File: src/rtl/piano_pkg.sv
// Shared piano definitions: raw mode codes, decoded mode, speaker/LED source
// codes, button indices and the playback FSM state encoding.
package piano_pkg;

   // raw mode switch codes; any other value means "off"
   localparam logic [2:0] MODE_AUTO   = 3'b011;
   localparam logic [2:0] MODE_MANUAL = 3'b001;
   localparam logic [2:0] MODE_STUDY  = 3'b111;

   // button bit positions
   localparam int BTN_PREV  = 0;
   localparam int BTN_PAUSE = 1;
   localparam int BTN_NEXT  = 2;
   localparam int NUM_BTN   = 3;

   typedef enum logic [1:0] {
      MD_OFF, MD_AUTO, MD_MANUAL, MD_STUDY
   } mode_e;

   typedef enum logic [1:0] {
      SRC_NONE  = 2'd0,
      SRC_AUTO  = 2'd1,
      SRC_KEY   = 2'd2,
      SRC_STUDY = 2'd3
   } src_e;

   typedef enum logic [2:0] {
      ST_OFF, ST_MANUAL, ST_PLAY, ST_PAUSED, ST_SWITCH
   } state_e;

   function automatic mode_e decode_mode(input logic [2:0] m);
      case (m)
         MODE_AUTO:   return MD_AUTO;
         MODE_MANUAL: return MD_MANUAL;
         MODE_STUDY:  return MD_STUDY;
         default:     return MD_OFF;
      endcase
   endfunction

endpackage

File: src/rtl/btn_debounce.sv
// Single-button debouncer.
// A raw level is accepted only after it has differed from the accepted level
// for DEB_CYCLES consecutive cycles; press is a one-cycle pulse on acceptance
// of a high level.
// Ports: clk, rst_n (sync, active high), raw (board level),
//        stable (accepted level), press (rising-edge pulse, registered).
module btn_debounce #(
   parameter int DEB_CYCLES = 2_000_000
) (
   input  logic clk,
   input  logic rst_n,
   input  logic raw,
   output logic stable,
   output logic press
);

   localparam int CW = (DEB_CYCLES > 1) ? $clog2(DEB_CYCLES) : 1;

   logic [CW-1:0] count;

   // raw is used directly (no synchronizer stage) so that the press reaches
   // the controller exactly DEB_CYCLES edges after raw rises.
   always_ff @(posedge clk) begin
      if (rst_n) begin
         stable <= 1'b0;
         count  <= '0;
         press  <= 1'b0;
      end else begin
         press <= 1'b0;
         if (raw == stable) begin
            count <= '0;
         end else if (count == CW'(DEB_CYCLES - 1)) begin
            stable <= raw;
            count  <= '0;
            press  <= raw;   // raw != stable here, so raw=1 is a rising edge
         end else begin
            count <= count + 1'b1;
         end
      end
   end

endmodule

File: src/rtl/playback_controller.sv
// Playback controller: debounces prev/pause/next, decodes the mode switch,
// owns song selection and pause state, and picks the speaker/LED source.
// Ports:
//   clk      - system clock
//   rst_n    - synchronous, active-high reset
//   button   - raw buttons [0] prev, [1] pause, [2] next
//   mode     - 011 auto, 001 manual, 111 study, else off
//   song_num - selected song index
//   pause    - auto/study playback frozen
//   restart  - one-cycle pulse, players restart song_num
//   mute     - speaker forced silent
//   src_sel  - 0 none, 1 auto player, 2 keyboard, 3 study
module playback_controller
   import piano_pkg::*;
#(
   parameter  int NUM_SONGS   = 4,
   parameter  int DEB_CYCLES  = 2_000_000,
   parameter  int MUTE_CYCLES = 50_000,
   localparam int SW          = $clog2(NUM_SONGS)
) (
   input  logic          clk,
   input  logic          rst_n,
   input  logic [2:0]    button,
   input  logic [2:0]    mode,
   output logic [SW-1:0] song_num,
   output logic          pause,
   output logic          restart,
   output logic          mute,
   output logic [1:0]    src_sel
);

   localparam int            MW        = $clog2(MUTE_CYCLES + 1);
   localparam logic [SW-1:0] LAST_SONG = SW'(NUM_SONGS - 1);

   logic [NUM_BTN-1:0] btn_stable, btn_press;
   logic               unused_ok;

   mode_e         mode_q, mode_prev;
   state_e        state, state_n;
   logic [SW-1:0] song_n;
   logic [MW-1:0] mute_cnt, mute_cnt_n;
   logic          restart_n, mute_n, pause_n;
   src_e          src_n;
   logic          step_next, step_prev;

   for (genvar i = 0; i < NUM_BTN; i++) begin : g_btn
      btn_debounce #(.DEB_CYCLES(DEB_CYCLES)) u_deb (
         .clk    (clk),
         .rst_n  (rst_n),
         .raw    (button[i]),
         .stable (btn_stable[i]),
         .press  (btn_press[i])
      );
   end

   // accepted levels are not needed here; only the press pulses are
   assign unused_ok = ^btn_stable;

   always_comb begin
      state_n    = state;
      song_n     = song_num;
      mute_cnt_n = mute_cnt;
      restart_n  = 1'b0;
      // prev and next in the same cycle cancel each other
      step_next  = btn_press[BTN_NEXT] & ~btn_press[BTN_PREV];
      step_prev  = btn_press[BTN_PREV] & ~btn_press[BTN_NEXT];

      if (mode_q != mode_prev) begin
         // mode change outranks every button press this cycle
         unique case (mode_q)
            MD_AUTO, MD_STUDY: begin
               state_n    = ST_SWITCH;
               restart_n  = 1'b1;
               mute_cnt_n = MW'(MUTE_CYCLES);
            end
            MD_MANUAL: state_n = ST_MANUAL;
            default:   state_n = ST_OFF;
         endcase
      end else begin
         case (state)
            ST_PLAY, ST_PAUSED: begin
               if (step_next || step_prev) begin
                  if (step_next)
                     song_n = (song_num == LAST_SONG) ? '0 : song_num + 1'b1;
                  else
                     song_n = (song_num == '0) ? LAST_SONG : song_num - 1'b1;
                  state_n    = ST_SWITCH;
                  restart_n  = 1'b1;
                  mute_cnt_n = MW'(MUTE_CYCLES);
               end else if (btn_press[BTN_PAUSE]) begin
                  state_n = (state == ST_PLAY) ? ST_PAUSED : ST_PLAY;
               end
            end
            ST_SWITCH: begin
               mute_cnt_n = mute_cnt - 1'b1;
               if (mute_cnt == MW'(1)) state_n = ST_PLAY;
            end
            default: ;
         endcase
      end

      // outputs are registered from the next state
      mute_n  = state_n inside {ST_OFF, ST_PAUSED, ST_SWITCH};
      pause_n = (state_n == ST_PAUSED);
      case (state_n)
         ST_OFF:    src_n = SRC_NONE;
         ST_MANUAL: src_n = SRC_KEY;
         default:   src_n = (mode_q == MD_STUDY) ? SRC_STUDY : SRC_AUTO;
      endcase
   end

   always_ff @(posedge clk) begin
      if (rst_n) begin
         state     <= ST_OFF;
         song_num  <= '0;
         mute_cnt  <= '0;
         mode_q    <= MD_OFF;
         mode_prev <= MD_OFF;
         pause     <= 1'b0;
         restart   <= 1'b0;
         mute      <= 1'b1;
         src_sel   <= SRC_NONE;
      end else begin
         state     <= state_n;
         song_num  <= song_n;
         mute_cnt  <= mute_cnt_n;
         mode_prev <= mode_q;
         mode_q    <= decode_mode(mode);
         pause     <= pause_n;
         restart   <= restart_n;
         mute      <= mute_n;
         src_sel   <= src_n;
      end
   end

endmodule

File: config.mk
export PLATFORM = sky130hd
export DESIGN_NAME = playback_controller
export DESIGN_NICKNAME = d
export VERILOG_FILES = /design/src/rtl/piano_pkg.sv /design/src/rtl/btn_debounce.sv /design/src/rtl/playback_controller.sv
export SDC_FILE = /design/constraint.sdc
export NUM_CORES = 1
export LEC_CHECK = 0
export CELL_PAD_IN_SITES_DETAIL_PLACEMENT = 1
export CELL_PAD_IN_SITES_GLOBAL_PLACEMENT = 2
export CORE_UTILIZATION = 35
export CTS_CLUSTER_SIZE = 25
export DETAILED_ROUTE_END_ITERATION = 8
export PLACE_DENSITY = 0.76
export SLEW_MARGIN = 5
export SYNTH_ARGS = -nofsm -noshare
export SYNTH_HDL_FRONTEND = slang
export SYNTH_HIERARCHICAL = 1
export SYNTH_SLANG_ARGS = --single-unit
File: constraint.sdc
create_clock -name clk -period 4.2 [get_ports clk]
set_input_delay 0.42 -clock clk [delete_from_list [all_inputs] [get_ports clk]]
set_output_delay 0.42 -clock clk [all_outputs]
set_load 0.1 [all_outputs]
==> results_dict.tcl, run 1 <==
set metrics [dict create \
    chipHeight_um 117.6 \
    cts_hold_buf 0 \
    grt_max_degree 17 \
    rows 41 \
    syn_inst 535 \
    timing.rr.start "g_btn[1].u_deb/count[11]" \
    clkLatencyLatePin_ns 0.35 \
    path_max_fanout 14 \
    numCtsBuffers 9 \
    die_w_um 117.6 \
    setup.worst_path.start "g_btn[1].u_deb/count[11]" \
    grt_usage_pct 16.31 \
    yosysUniqueCellTypes 48 \
    first_iter_violations 170 \
    portBuffers 14 \
    layout_common_cells "dfxtp_1 (99), nor2_1 (68), nand2_1 (33), a21oi_1 (33), nand3_1 (31)" \
    power_frac_seq_pct 44.7 \
    place_area_mm2 0.004982 \
    slew_headroom_pct 34.74 \
    worst_pin_slew_ns 0.9758 \
    power_switching_uw 587.0 \
    antenna_found_initial 0 \
    first_pass_iters 4 \
    critPathCaptureType "flop" \
    num_antenna_cells 0 \
    initial_core_util_pct 36.50 \
    wl_per_cell_um 14.79 \
    h-tree-depth 3 \
    synth_ff_type "dfxtp_1" \
    regArea_mm2 0.001982 \
    crit_type "flop to flop" \
    grt_pass1_vias 3981 \
    cts_resized 0 \
    io_pins 15 \
    die_area_mm2 0.01384 \
    grt-ovfl-total 0 \
    syn_area_mm2 0.004681 \
    arrival_ns 2.69 \
    critPathLaunchType "flop" \
    clockRootBuffer "clkbuf_16" \
    pwr-share-clk_pct 42.7 \
    power.internal_uw 1724 \
    postRouteAntennaNets 0 \
    core_mm2 0.01282 \
    dp_hpwl_um 7659 \
    fmax_ghz 0.4080 \
    hold_viol_final 0 \
    status "finished clean" \
    min_period_ns 2.451 \
    grt_pass1_wl_um 18460 \
    cts_tree "built" \
    num-fill-cells 1528 \
    drv_slew 0 \
    rsz0062_at_grt "no" \
    synth_seq_area_share_pct 42.34 \
    ys_ff_latch 99 \
    holdCritStartpoint "g_btn[2].u_deb/count[0]" \
    max_cap_viol_count 0 \
    viasPerCell 5.353 \
    synth_nets 551 \
    vdd_drop_max_mv 0.2215 \
    cts_num_sinks 99 \
    area_growth_pct 14.17 \
    hold_path.class "flop to flop" \
    p_per_area_mw_per_mm2 432.4 \
    ys_async_sr_fraction_pct 0 \
    cp.required_ns 4.43 \
    post-route-period-util_pct 58.36 \
    multi_input_area_mm2 0.002544 \
    vias 3870 \
    leakage_uw 0.001686 \
    final_common_cell "dfxtp_1" \
    postCtsSetupBuffers 0 \
    fin_area_mm2 0.005344 \
    cts.clk_slew.worst_paths_ns 0.07 \
    skew_ns 0.005526 \
    worst_slack_ns 1.749 \
    avgSynthCellArea_um2 8.749 \
    setup_viol 0 \
    finalSetupTns_ns 0 \
    routed_wl_um 10700 \
    gp_congestion 0.7577 \
    final_nets 562 \
    drc 0 \
    drive_gt1_share_pct 10.71 \
    synth_edf_count 0 \
    p_sw_share_pct 25.40 \
    dp_slack_ns 1.732 \
    synth_warnings 6 \
    comb_power_share_pct 12.7 \
    cts_max_path_buffers 2 \
]
[metal layers]
metal / up-vias / wire, µm / track usage, %
met4: 0 / 129 / 4.968
met3: 10 / 260 / 5.039
li1: 1941 / - / -
met5: - / 0 / 0
met2: 24 / 5248 / 28.35
met1: 1895 / 5058 / 19.06
[cell usage after synthesis (all sizes together), types with 4 or more instances]
library cell / instances / share of area, %
nor4b: 4 / 0.75
nand4: 12 / 2.9
and3: 8 / 1.1
or4b: 6 / 1.3
nand2b: 4 / 0.53
a21oi: 36 / 4.1
nor3: 15 / 1.6
o21ai: 24 / 2.6
inv: 19 / 1.5
o31ai: 20 / 3.2
nor2: 68 / 5.5
nand3: 31 / 3.3
or4: 25 / 4.3
xor2: 19 / 3.6
nor4: 8 / 1.1
dfxtp: 99 / 42
or3b: 5 / 1.0
xnor2: 29 / 5.4
ha: 8 / 2.1
nand2: 34 / 2.9
clkbuf: 5 / 0.40
or3: 19 / 2.8
buf: 13 / 1.4
[power by group through the flow]
stage	logic (µW)	registers, µW	clock network (µW)
after global placement	289	1050	0
after global routing	328	1040	1060
after detailed placement	293	1050	0
after floorplan	205	1050	0
final	293	1030	986
after CTS	295	1030	1020
[cell families after synthesis]
| group | synth area share (%) |
|---|---|
| AOI/OAI and AO/OA | 12.00 |
| xor gates and xnor gates | 8.981 |
| adders and majority gates | 2.139 |
| buffers and inverters | 3.315 |
| DFF | 42.34 |
| muxes | 0.2139 |
| and+or+nand+nor | 31.01 |
[cell type report]
cell class	count	area share, %
clock buffer	12	4.987
tap	172	4.027
inverter	19	1.335
clock inverter	4	1.779
sequential	99	37.09
timing repair buffer	18	3.184
multi-input combinational	399	47.60
[through the flow]
step	hold slack (ns)	utilization (%)	cells	power, µW
3_5_place_dp	0.4686	38.85	707	1345
4_1_cts	0.4835	41.67	723	2350
3_3_place_gp	0.4576	38.85	707	1339
5_1_grt	0.5033	41.67	723	2422
2_1_floorplan	0.4350	-	535	1258
6_report	0.4815	41.67	723	2310
[critical path, stage by stage (launching register included)]
cell	delay, ns
dfxtp_1	0.33
or4b_2	0.69
or4_1	0.46
o21ai_1	0.47
buf_4	0.31
nor2_1	0.08
[sequential cells by signal (all words and copies together), names as in the netlist]
register,cells
mute_cnt,16
g_btn.u_deb/stable,3
mute,1
restart,1
state,3
mode_q,2
song_num,2
pause,1
mode_prev,2
g_btn.u_deb/count,63
src_sel,2
g_btn.u_deb/press,3
[final timing paths]
kind	cells after the start	slack, ns	endpoint
setup / recovery	5	1.75	g_btn[1].u_deb/count[2]
hold / removal	1	0.48	g_btn[2].u_deb/count[0]
hold reg to reg	1	0.48	g_btn[2].u_deb/count[0]
setup reg to reg	5	1.75	g_btn[1].u_deb/count[2]
Note: power is estimated with default switching activity, not from simulation.
==> run 2, diff against run 1 <==
--- a/config.mk
+++ b/config.mk
@@ -7,10 +7,10 @@
 export LEC_CHECK = 0
 export CELL_PAD_IN_SITES_DETAIL_PLACEMENT = 1
 export CELL_PAD_IN_SITES_GLOBAL_PLACEMENT = 2
-export CORE_UTILIZATION = 35
+export CORE_UTILIZATION = 34
 export CTS_CLUSTER_SIZE = 25
 export DETAILED_ROUTE_END_ITERATION = 8
-export PLACE_DENSITY = 0.76
+export PLACE_DENSITY = 0.77
 export SLEW_MARGIN = 5
 export SYNTH_ARGS = -nofsm -noshare
 export SYNTH_HDL_FRONTEND = slang
==> constraint.sdc (replaced) <==
create_clock -name clk -period 2.05 [get_ports clk]
set_input_delay 0.205 -clock clk [delete_from_list [all_inputs] [get_ports clk]]
set_output_delay 0.205 -clock clk [all_outputs]
set_load 0.1 [all_outputs]
==> run 2 against run 1 <==
Compared with the run above: first-iteration DRC count down 1.2%; design area up 11%; register-to-register slack worse by 1.7 ns; wire length up 8.6%; clock skew up 0.0014 ns; via count up 6.3%; hold slack worse by 0.029 ns; cell count up 10%; global-route usage up 1.1 points; maximum frequency up 20%; critical path depth up 3; die area up 2.9%.
==> results_dict.tcl, run 2 (synthesis results as in run 1) <==
set metrics [dict create \
    p_total_uw 4630 \
    regArea_mm2 0.001986 \
    crit_chain "inv_2 > ha_4 > or3b_4 > nand4_4 > buf_12 > nand2_4 > or4_4 > a311oi_2" \
    multi_input_area_mm2 0.002644 \
    grt_usage_pct 17.37 \
    arrival_ns 2.31 \
    slowest_stage "or4_4" \
    chipHeight_um 119.3 \
    dp_hpwl_um 8401 \
    critPathBufInv 2 \
    grt_pass1_wl_um 20090 \
    clkLatencyLatePin_ns 0.35 \
    postRouteAntennaNets 0 \
    skew_ns 0.006927 \
    final_common_cell "dfxtp_1" \
    fmax_ghz 0.4889 \
    grt_pass1_vias 4306 \
    vias 4113 \
    min_period_ns 2.046 \
    path_max_fanout 4 \
    p_sw_share_pct 26.92 \
    num-fill-cells 1573 \
    finalSetupTns_ns 0 \
    grt_max_degree 32 \
    place_area_mm2 0.005460 \
    regMostFlops "g_btn.u_deb/count" \
    critPathLaunchType "flop" \
    worst_pin_slew_ns 0.4617 \
    holdWs_ns 0.4523 \
    reg2reg_slack_ns 0.004 \
    p_per_area_mw_per_mm2 779.9 \
    layout_common_cells "dfxtp_1 (96), buf_4 (72), nor2_1 (68)" \
    grt-ovfl-total 0 \
    comb_power_share_pct 15.8 \
    core_mm2 0.01335 \
    hold_path.class "input port to flop" \
    routed_wl_um 11620 \
    worst_slack_ns 0.004417 \
    vdd_drop_max_mv 0.3542 \
    initial_core_util_pct 35.07 \
    fin_area_mm2 0.005937 \
    io_pins 15 \
    h-tree-depth 3 \
    num_antenna_cells 0 \
    wl_per_cell_um 14.62 \
    crit_family "simple AND/OR/NAND/NOR gates" \
    cts_num_sinks 99 \
    clockRootBuffer "clkbuf_16" \
    first_iter_violations 168 \
    portBuffers 14 \
    viasPerCell 5.174 \
    numCtsBuffers 9 \
    pwr-share-clk_pct 38.7 \
    dp_slack_ns -0.08431 \
    max_cap_viol_count 0 \
    cp.required_ns 2.31 \
    critPathCaptureType "flop" \
    cts_max_path_buffers 2 \
    cts_tree "built" \
    largest_reg_flops 63 \
    power_switching_uw 1246 \
    final_nets 630 \
    crit_type "flop to flop" \
    rsz0062_at_grt "yes" \
    cts.clk_slew.worst_paths_ns 0.07 \
    slew_headroom_pct 68.93 \
    die_area_mm2 0.01424 \
    drc 0 \
    first_pass_iters 4 \
    die_w_um 119.3 \
    rows 42 \
    drive_gt1_share_pct 24.88 \
    critPathMaxStageDelay_ns 0.50 \
    status "finished clean" \
    area_growth_pct 26.84 \
    setup_viol 0 \
    power.internal_uw 3384 \
    leakage_uw 0.002052 \
    post-route-period-util_pct 99.78 \
    gp_congestion 0.8099 \
    antenna_found_initial 0 \
    power_frac_seq_pct 45.5 \
    reg_top3 "g_btn.u_deb/count (63), mute_cnt (16)" \
    drv_slew 0 \
    hold_viol_final 0 \
]
run 2: cell types whose count changed in the layout (fill, tap and decap cells not counted), sizes merged:
cell | previous run | this run
clkbuf | 12 | 13
clkinvlp | 0 | 2
clkdlybuf4s50 | 14 | 7
buf | 4 | 79
bufinv | 3 | 1
clkinv | 1 | 0
run 2: path summary, 6_finish.rpt:
kind / from / to / cells past startpoint
min: mode[0] / mode_q[1] / 2
max: g_btn[0].u_deb/press / mute_cnt[6] / 8
max reg2reg: g_btn[0].u_deb/press / mute_cnt[6] / 8
min reg2reg: g_btn[0].u_deb/count[20] / g_btn[0].u_deb/count[20] / 2
run 2: metrics by stage:
stage	std cells	utilization [%]
2_1_floorplan	535	-
5_1_grt	795	44.48
6_report	795	44.48
3_5_place_dp	774	40.91
4_1_cts	792	43.78
3_3_place_gp	774	40.91
run 2: power groups by stage:
stage                     Clock, µW  Sequential [µW]  Combinational (µW)
after floorplan                   0             2160                 419
after global placement            0             2150                 662
after detailed placement          0             2150                 682
after CTS                      1840             2110                 715
after global routing           1920             2120                 815
final                          1790             2110                 732
run 2: layer usage:
metal | wire length [µm] | up-vias | part of all wire, % | GRT usage [%]
met1 | 5569 | 1995 | 48 | 21.12
li1 | - | 2080 | - | -
met2 | 5677 | 26 | 49 | 30.31
met5 | 0 | - | 0 | 0
met4 | 203 | 0 | 1.7 | 7.734
met3 | 169 | 12 | 1.5 | 2.443
run 2: cell type report:
class,count,share of cell area [%]
Clock inverter,3,0.7587
Tap cell,176,3.709
Inverter,19,1.201
Clock buffer,13,4.552
Multi-Input combinational cell,399,44.53
Sequential cell,99,33.45
Timing Repair Buffer,86,11.80
run 2: timing repair:
action | in CTS | in global routing
setup buffers | 2 | 1
gates cloned | 0 | 2
resized for setup | 10 | 20
pin swaps | 4 | 5
hold buffers | 0 | 0
hold endpoints to repair | 0 | 0
setup endpoints to repair | 25 | 62
